[src/rtl/orb_stream_scheduler.sv]
// orb_stream_scheduler
// Frame-level sequencer between the DMA AXI-Stream source and the ORB
// feature/match engine. It holds the engine in reset while arming, paces
// pixel beats with a clock enable (orb_ce) instead of a derived clock,
// tracks h/v position, regenerates tlast and raises line/frame interrupts.
//
// Optional build macro: ORB_SCHED_AUTO_REARM_EN
//   defined   : DONE re-enters ARM (continuous frames until cfg_abort)
//   undefined : DONE returns to IDLE; every frame needs its own cfg_start
//
// Ports
//   s_axis_aclk, s_axis_areset   clock, synchronous active-high reset
//   cfg_start / cfg_abort        frame start pulse / frame kill (abort wins)
//   cfg_mode -> mode_act         engine mode, latched when a frame starts
//   s_axis_tvalid/tlast/tready   upstream handshake (tready is combinational)
//   m_axis_tvalid/tlast/tready   downstream handshake (registered output)
//   orb_rst_n, orb_ce            engine reset (low = held) and pixel enable
//   h_cnt, v_cnt                 pixel / line position of the next beat
//   line_irq, frame_done         one-cycle completion pulses
//   err_tlast                    sticky upstream tlast mismatch
//   state                        FSM state for debug
module orb_stream_scheduler #(
  parameter int H_ACTIVE   = 720,
  parameter int V_ACTIVE   = 480,
  parameter int CE_DIV     = 2,
  parameter int ARM_CYCLES = 4
) (
  input  logic       s_axis_aclk,
  input  logic       s_axis_areset,
  input  logic       cfg_start,
  input  logic       cfg_abort,
  input  logic [3:0] cfg_mode,
  input  logic       s_axis_tvalid,
  input  logic       s_axis_tlast,
  output logic       s_axis_tready,
  input  logic       m_axis_tready,
  output logic       m_axis_tvalid,
  output logic       m_axis_tlast,
  output logic       orb_rst_n,
  output logic       orb_ce,
  output logic [3:0] mode_act,
  output logic [9:0] h_cnt,
  output logic [9:0] v_cnt,
  output logic       line_irq,
  output logic       frame_done,
  output logic       err_tlast,
  output logic [2:0] state
);

  typedef enum logic [2:0] {
    IDLE  = 3'd0,
    ARM   = 3'd1,
    RUN   = 3'd2,
    DRAIN = 3'd3,
    DONE  = 3'd4
  } state_t;

  localparam int ARM_W = (ARM_CYCLES > 1) ? $clog2(ARM_CYCLES) : 1;
  localparam logic [ARM_W-1:0] ARM_LAST  = ARM_W'(ARM_CYCLES - 1);
  localparam logic [2:0]       PACE_LAST = 3'(CE_DIV - 1);
  localparam logic [9:0]       H_LAST    = 10'(H_ACTIVE - 1);
  localparam logic [9:0]       V_LAST    = 10'(V_ACTIVE - 1);

  state_t           state_q, state_d;
  logic [ARM_W-1:0] arm_cnt;
  logic [2:0]       pace;
  logic             out_free, accept, exp_last, frame_end, start_go, rearm;

  // The output register can take a new beat when empty or draining this cycle.
  assign out_free      = !m_axis_tvalid || m_axis_tready;
  assign s_axis_tready = (state_q == RUN) && (pace == 3'd0) && out_free;
  // An abort cycle never counts as a pixel, even if upstream saw tready.
  assign accept        = s_axis_tvalid && s_axis_tready && !cfg_abort;
  assign exp_last      = (h_cnt == H_LAST) && (v_cnt == V_LAST);
  // Either an early upstream tlast or the geometric last pixel ends the frame.
  assign frame_end     = accept && (exp_last || s_axis_tlast);
  assign start_go      = (state_q == IDLE) && cfg_start && !cfg_abort;
`ifdef ORB_SCHED_AUTO_REARM_EN
  assign rearm         = (state_q == DONE) && !cfg_abort;
`else
  assign rearm         = 1'b0;
`endif

  assign orb_rst_n  = state_q inside {RUN, DRAIN, DONE};
  assign orb_ce     = (state_q == RUN) && (pace == 3'd0);
  assign frame_done = (state_q == DONE) && !cfg_abort;
  assign state      = state_q;

  always_comb begin
    state_d = state_q;
    unique case (state_q)
      IDLE:    if (cfg_start) state_d = ARM;
      ARM:     if (arm_cnt == ARM_LAST) state_d = RUN;
      RUN:     if (frame_end) state_d = DRAIN;
      DRAIN:   if (out_free) state_d = DONE;
`ifdef ORB_SCHED_AUTO_REARM_EN
      DONE:    state_d = ARM;
`else
      DONE:    state_d = IDLE;
`endif
      default: state_d = IDLE;
    endcase
    if (cfg_abort) state_d = IDLE;
  end

  always_ff @(posedge s_axis_aclk) begin
    if (s_axis_areset) begin
      state_q       <= IDLE;
      arm_cnt       <= '0;
      pace          <= '0;
      h_cnt         <= '0;
      v_cnt         <= '0;
      m_axis_tvalid <= 1'b0;
      m_axis_tlast  <= 1'b0;
      line_irq      <= 1'b0;
      err_tlast     <= 1'b0;
      mode_act      <= '0;
    end else begin
      state_q  <= state_d;
      line_irq <= accept && (h_cnt == H_LAST);

      // Counters restart at every frame start; they hold after the frame so
      // software can read the final position.
      if (start_go || rearm) begin
        arm_cnt <= '0;
        pace    <= '0;
        h_cnt   <= '0;
        v_cnt   <= '0;
      end else begin
        if (state_q == ARM) arm_cnt <= arm_cnt + 1'b1;
        if (state_q == RUN) pace <= (pace == PACE_LAST) ? 3'd0 : pace + 3'd1;
        if (accept) begin
          if (h_cnt == H_LAST) begin
            h_cnt <= '0;
            v_cnt <= v_cnt + 10'd1;
          end else begin
            h_cnt <= h_cnt + 10'd1;
          end
        end
      end

      if (start_go) begin
        mode_act  <= cfg_mode;
        err_tlast <= 1'b0;
      end else if (accept && (s_axis_tlast != exp_last)) begin
        err_tlast <= 1'b1;
      end

      // Output beat register: holds until the downstream consumes it.
      if (cfg_abort) begin
        m_axis_tvalid <= 1'b0;
        m_axis_tlast  <= 1'b0;
      end else if (accept) begin
        m_axis_tvalid <= 1'b1;
        m_axis_tlast  <= exp_last || s_axis_tlast;
      end else if (m_axis_tready) begin
        m_axis_tvalid <= 1'b0;
        m_axis_tlast  <= 1'b0;
      end
    end
  end

endmodule
[config.mk]
export PLATFORM = sky130hd
export DESIGN_NAME = orb_stream_scheduler
export DESIGN_NICKNAME = d
export VERILOG_FILES = /design/src/rtl/orb_stream_scheduler.sv
export SDC_FILE = /design/constraint.sdc
export NUM_CORES = 1
export LEC_CHECK = 0
export ABC_CLOCK_PERIOD_IN_PS = 2100
export CAP_MARGIN = 20
export CELL_PAD_IN_SITES_DETAIL_PLACEMENT = 0
export CELL_PAD_IN_SITES_GLOBAL_PLACEMENT = 1
export CORE_MARGIN = 2
export CORE_UTILIZATION = 34
export CTS_BUF_LIST = sky130_fd_sc_hd__clkbuf_2 sky130_fd_sc_hd__clkbuf_4 sky130_fd_sc_hd__clkbuf_8
export DETAILED_ROUTE_END_ITERATION = 10
export GPL_TIMING_DRIVEN = 0
export PLACE_DENSITY = 0.81
export SYNTH_ARGS = -nofsm -noshare
export SYNTH_HDL_FRONTEND = slang
export SYNTH_SLANG_ARGS = --single-unit
[constraint.sdc]
create_clock -name s_axis_aclk -period 2.1 [get_ports s_axis_aclk]
set_input_delay 0.42 -clock s_axis_aclk [delete_from_list [all_inputs] [get_ports s_axis_aclk]]
set_output_delay 0.42 -clock s_axis_aclk [all_outputs]
set_load 0.02 [all_outputs]
==> flow_summary.toml, run 1 <==
[clock_network]
cts-root-to-sink-buffers = 2
cts_root_buf = "clkbuf_8"
clk_pin_slew_ns = 0.07
cts_buffers = 5
cts_tree = "built"
htree_levels = 2
cts_sinks = 36
clk_latency_ns = 0.28

[place]
place_hpwl_um = 3210
port_buffers = 44
gp_congestion = 0.761
place_area_um2 = 2370

[worst_setup_path]
crit_chain = "ha_4, nand3_4, or4_4, or4_4, ha_4, nand2b_4, a211oi_2"
cp.arrival_ns = 2.32
start_kind = "register"
endpoint_kind = "register"
crit_slowest_cell = "or4_4"
worst-path-max-fanout = 2
critical_path_class = "register to register"
cp.required_ns = 2.31
cpPeakStageDelay_ns = 0.50

[sta]
finalCriticalPeriod_ns = 2.12
min_period_over_period_pct = 101
grt_setup_unrepaired = "yes"
maxSlewViolCount = 0
tightest_slew_ns = 0.765
hold_viol_final = 0
skew_ns = 0.00450
final.setup.worst_slack_ns = -0.0175
hold_ws_ns = 0.490
fmax_mhz = 472
relSlewSlack_pct = 49.0
setup_viol = 1

[min_path]
hold_path.class = "register to register"

[routing]
drt_iter0_markers = 79
vias = 1746
drt_pass1_iterations = 4
postRouteAntennaNets = 0
drc = 0
postRouteWirelength_um = 4670
vias_per_cell = 5.23
drt-wirelength-per-cell_um = 14.0

[global_route]
antenna_found_initial = 0
grt_max_degree = 11
grt_pass1_wl_um = 7910
grt.overflow.total = 0
grt_pass1_vias = 1638
grt_use_total_pct = 16.9

[synthesis]
syn_area_um2 = 1800
synth_cell_types = 42
ys_seq_area_share_pct = 40.1
synth_common_cells = "dfxtp_1 (36), a21oi_1 (19), nand3_1 (13), or4_1 (13), nor2_1 (12)"
synth.most_common_cell = "dfxtp_1"
synthDominantCellAreaShare_pct = 40.1
yosys-top-cells-area = "dfxtp_1 (40%), or4_1 (5.4%), a21oi_1 (5.3%)"
syn_area_per_cell_um2 = 9.00
yosysTopAreaCell = "dfxtp_1"
syn_nets = 215
ys_warn_count = 0
syn_inst = 200
ys_ff_latch = 36
synth_edf_count = 0
synth_flop_cell = "dfxtp_1"
ys_async_sr_fraction_pct = 0

[cells_and_area]
multi_input_area_um2 = 1100
diodes = 0
num-fill-cells = 488
layout-drive-gt1-share_pct = 23.9
fin_nets = 278
area_growth_pct = 47.4
seqCellArea_um2 = 749
fin_area_um2 = 2650

[outcome]
violations = "negative setup slack"
outcome = "complete, but fails checks"

[floorplan]
io_pins = 46
row_count = 26
die_area_um2 = 5890
core-area_um2 = 5110
die_x_um = 76.7
die_y_um = 76.7
start_util_pct = 35.2

[power_and_ir_drop]
p_per_area_nw_per_um2 = 493
vdd_drop_max_uv = 357
power.leakage_nw = 0.867

[run]
cap_violations = 0
[placed cells by master, fill, tap and decap left out, drive strengths merged, types with 3 or more instances in the layout]
| cell | n |
|---|---|
| clkdlybuf4s50 | 39 |
| dfxtp | 36 |
| a21oi | 19 |
| buf | 17 |
| nand3 | 15 |
| or4 | 14 |
| clkbuf | 13 |
| nor2 | 12 |
| nand2 | 11 |
| o31ai | 11 |
| mux2i | 8 |
| inv | 7 |
| nand2b | 6 |
| or3 | 5 |
| nor3 | 5 |
| nand4 | 5 |
| o21ai | 4 |
| ha | 4 |
| and2 | 3 |
| dlygate4sd2 | 3 |
[through the flow]
step	util [%]	power, W	setup TNS, ns	std cells	worst slack [ns]
6_report	51.9	0.00131	-0.0175	334	-0.0175
5_1_grt	51.9	0.00137	-0.176	334	-0.0705
4_1_cts	51.0	0.00133	-0.00838	332	-0.00838
3_5_place_dp	46.5	0.000789	-13.81	314	-0.680
3_3_place_gp	46.5	0.000787	-13.22	314	-0.662
2_1_floorplan	-	0.000747	0	200	0.00172
[cell families after synthesis]
| family | share of synthesized area (%) |
|---|---|
| xor gates and xnor gates | 1.95 |
| buffers and inverters | 4.10 |
| muxes | 5.08 |
| and+or+nand+nor | 31.6 |
| adders and majority gates | 2.78 |
| DFF | 40.1 |
| AOI/OAI and AO/OA | 14.4 |
[power breakdown]
part	leakage (nW)	internal [W]	switching, W
registers	0.299	0.000682	0.00000309
logic	0.516	0.0000423	0.0000485
clock network	0.0523	0.000293	0.000240
[layout make-up]
class	count	area share, %
Buffer	8	2.03
Inverter	7	0.991
Multi-Input combinational cell	148	41.6
Sequential cell	36	28.3
Clock buffer	8	3.68
Timing Repair Buffer	57	20.1
Tap cell	70	3.30
[layer usage]
metal / global-route usage, % / vias to the layer above / wire (um) / share of wire [%]
li1: - / 875 / - / -
met1: 21.1 / 817 / 2190 / 47
met2: 27.8 / 47 / 2190 / 47
met3: 4.94 / 7 / 215 / 4.6
met4: 5.64 / 0 / 80 / 1.7
met5: 0 / - / 0 / 0
[sequential cells by signal (all words and copies together) (netlist names), 2 cells and up]
register and count:
mode_act 4, v_cnt 10, h_cnt 10, pace 3, arm_cnt 2, state 3
[critical path: cells and delay by family, from the launching register on]
| kind | cells | cell delay (ns) |
|---|---|---|
| adder cells (fa/ha/maj) | 2 | 0.31 |
| AO/OA/AOI/OAI | 1 | 0.17 |
| flip-flops | 1 | 0.36 |
| AND/OR/NAND/NOR | 4 | 1.20 |
[what timing repair did]
action | CTS | global route
endpoints found under the hold margin | 0 | 0
pin swaps | 2 | 4
hold buffers | 0 | 0
setup buffers | 11 | 2
endpoints found under the setup margin | 24 | 17
gates cloned | 0 | 0
gates resized for setup | 20 | 14
[final timing paths]
check             slack, ns                        end                     start  cells past startpoint
setup / recovery      -0.02  m_axis_tlast$_SDFFE_PP0P_     h_cnt[1]$_SDFFE_PP0P_                      7
hold / removal         0.49   mode_act[1]$_SDFFE_PP0P_  mode_act[1]$_SDFFE_PP0P_                      2
hold reg to reg        0.49   mode_act[1]$_SDFFE_PP0P_  mode_act[1]$_SDFFE_PP0P_                      2
setup reg to reg      -0.02  m_axis_tlast$_SDFFE_PP0P_     h_cnt[1]$_SDFFE_PP0P_                      7
Note: power is estimated with default switching activity, not from simulation.
==> inputs of run 2 (changes only) <==
--- a/config.mk
+++ b/config.mk
@@ -9,7 +9,7 @@
 export CAP_MARGIN = 20
 export CELL_PAD_IN_SITES_DETAIL_PLACEMENT = 0
 export CELL_PAD_IN_SITES_GLOBAL_PLACEMENT = 1
-export CORE_MARGIN = 2
+export CORE_MARGIN = 3
 export CORE_UTILIZATION = 34
 export CTS_BUF_LIST = sky130_fd_sc_hd__clkbuf_2 sky130_fd_sc_hd__clkbuf_4 sky130_fd_sc_hd__clkbuf_8
 export DETAILED_ROUTE_END_ITERATION = 10
==> run 2 against run 1 <==
Effect of this change: the flow still finishes with violations (negative setup slack); fmax is 1.2% lower; design area down 0.99%; critical path depth is 1 lower; worst hold slack got worse by 0.0014 ns; critical path type unchanged.
==> flow_summary.toml, run 2 (synthesis results as in run 1) <==
[clock_network]
htree_levels = 2
cts-root-to-sink-buffers = 2
clk_latency_ns = 0.29
clk_pin_slew_ns = 0.07
cts_tree = "built"
hold_buffers = 0
cts_buffers = 5
cts_root_buf = "clkbuf_8"
cts_sinks = 36

[routing]
postRouteWirelength_um = 4750
drt_pass1_iterations = 4
vias = 1715
postRouteAntennaNets = 0
vias_per_cell = 5.23
drt_iter0_markers = 91
drt-wirelength-per-cell_um = 14.5
drc = 0

[floorplan]
core-area_um2 = 4910
die_area_um2 = 6200
die_y_um = 78.7
row_count = 25
start_util_pct = 36.6
die_x_um = 78.7
io_pins = 46

[power_and_ir_drop]
vdd_drop_max_uv = 352
p_per_area_nw_per_um2 = 509
power.leakage_nw = 0.855
total_power_w = 0.00134

[sta]
finalSetupTns_ns = -0.0687
min_period_over_period_pct = 102
hold_viol_final = 0
fmax_mhz = 467
hold_ws_ns = 0.489
skew_ns = 0.00716
setup_viol = 2
final.setup.worst_slack_ns = -0.0432
finalCriticalPeriod_ns = 2.14
grt_setup_unrepaired = "yes"
tightest_slew_ns = 0.576
maxSlewViolCount = 0
relSlewSlack_pct = 61.3

[worst_setup_path]
r2r_slack_ns = -0.04
cp.required_ns = 2.31
endpoint_kind = "register"
start_kind = "register"
cp.arrival_ns = 2.35
critical_path_class = "register to register"
rr_endpoint = "m_axis_tlast$_SDFFE_PP0P_"
ff2ff_path_depth = 6
r2r-start = "h_cnt[5]$_SDFFE_PP0P_"
worst-path-max-fanout = 3

[global_route]
grt.overflow.total = 0
use_met1_pct = 20.4
grt_max_degree = 12
grt_util_met2_pct = 25.2
grt_use_met3_pct = 2.72
grt_use_total_pct = 15.6
grt_pass1_wl_um = 7650
busiest_layer = "met2"
antenna_found_initial = 0
grt_pass1_vias = 1631

[place]
place_hpwl_um = 3260
port_buffers = 44
post-place-ws_ns = -0.597
gp_congestion = 0.797

[run]
cap_violations = 0

[cells_and_area]
diodes = 0
layout-drive-gt1-share_pct = 23.4
reg.largest.list = "h_cnt (10), v_cnt (10), mode_act (4)"
layout_common_cells = "clkdlybuf4s50_1 (39), dfxtp_1 (24), a21oi_1 (16)"
final_common_cell = "clkdlybuf4s50_1"
area_growth_pct = 46.0
fin_nets = 275

[min_path]
hp-start = "err_tlast$_SDFFE_PP0P_"
whs_path_depth = 2
hold-path-endpoint = "err_tlast$_SDFFE_PP0P_"
hold_path.class = "register to register"

[outcome]
outcome = "complete, but fails checks"
violations = "negative setup slack"
==> run 2: worst max path at each step <==
stage,startpoint,slack [ns],cells after the start,end
floorplan,v_cnt[1]$_SDFFE_PP0P_,0.002,7,m_axis_tlast$_SDFFE_PP0P_
global placement,cfg_abort,-0.59,7,h_cnt[3]$_SDFFE_PP0P_
detailed placement,cfg_abort,-0.60,5,h_cnt[8]$_SDFFE_PP0P_
CTS,v_cnt[0]$_SDFFE_PP0P_,-0.05,7,m_axis_tlast$_SDFFE_PP0P_
global route,m_axis_tready,-0.1,5,s_axis_tready
finish,h_cnt[5]$_SDFFE_PP0P_,-0.04,6,m_axis_tlast$_SDFFE_PP0P_
==> run 2: final cells by class <==
cell class                 instances  area (um^2)
buffer                             8         48.8
clock buffer                       8          104
fill                             458         2280
inverter                           7         26.3
multi-input combinational        148         1100
sequential                        36          751
tap                               67         83.8
timing repair buffer              54          512
==> run 2: repair_timing <==
action / CTS / global route
endpoints found under the hold margin: 0 / 0
setup buffers: 7 / 3
endpoints found under the setup margin: 23 / 32
gates resized for setup: 19 / 13
pin swaps: 2 / 1
==> run 2: per-stage QoR <==
step | utilization (%) | instance area (um^2) | cells
2_1_floorplan | - | 1850 | 200
3_3_place_gp | 48.3 | 2370 | 311
3_5_place_dp | 48.3 | 2370 | 311
4_1_cts | 52.5 | 2580 | 325
5_1_grt | 53.5 | 2630 | 328
6_report | 53.5 | 2630 | 328
==> run 2: metal layers <==
metal  vias to the layer above  wire [um]
met1                       808       2230
met3                         9        166
met4                         0         90
li1                        863          -
met2                        35       2260
met5                         -          0
==> run 2: worst max-delay path, stage by stage (launching register included) <==
cell       delay, ns
dfxtp_4         0.35
nand4bb_4       0.23
or4_4           0.54
or4_4           0.46
ha_4            0.18
nand2b_4        0.15
a211oi_2        0.17
==> run 2: report_power, final <==
part           internal (W)  switching [W]
Combinational     0.0000448      0.0000494
Sequential         0.000680     0.00000317
Clock              0.000312       0.000247
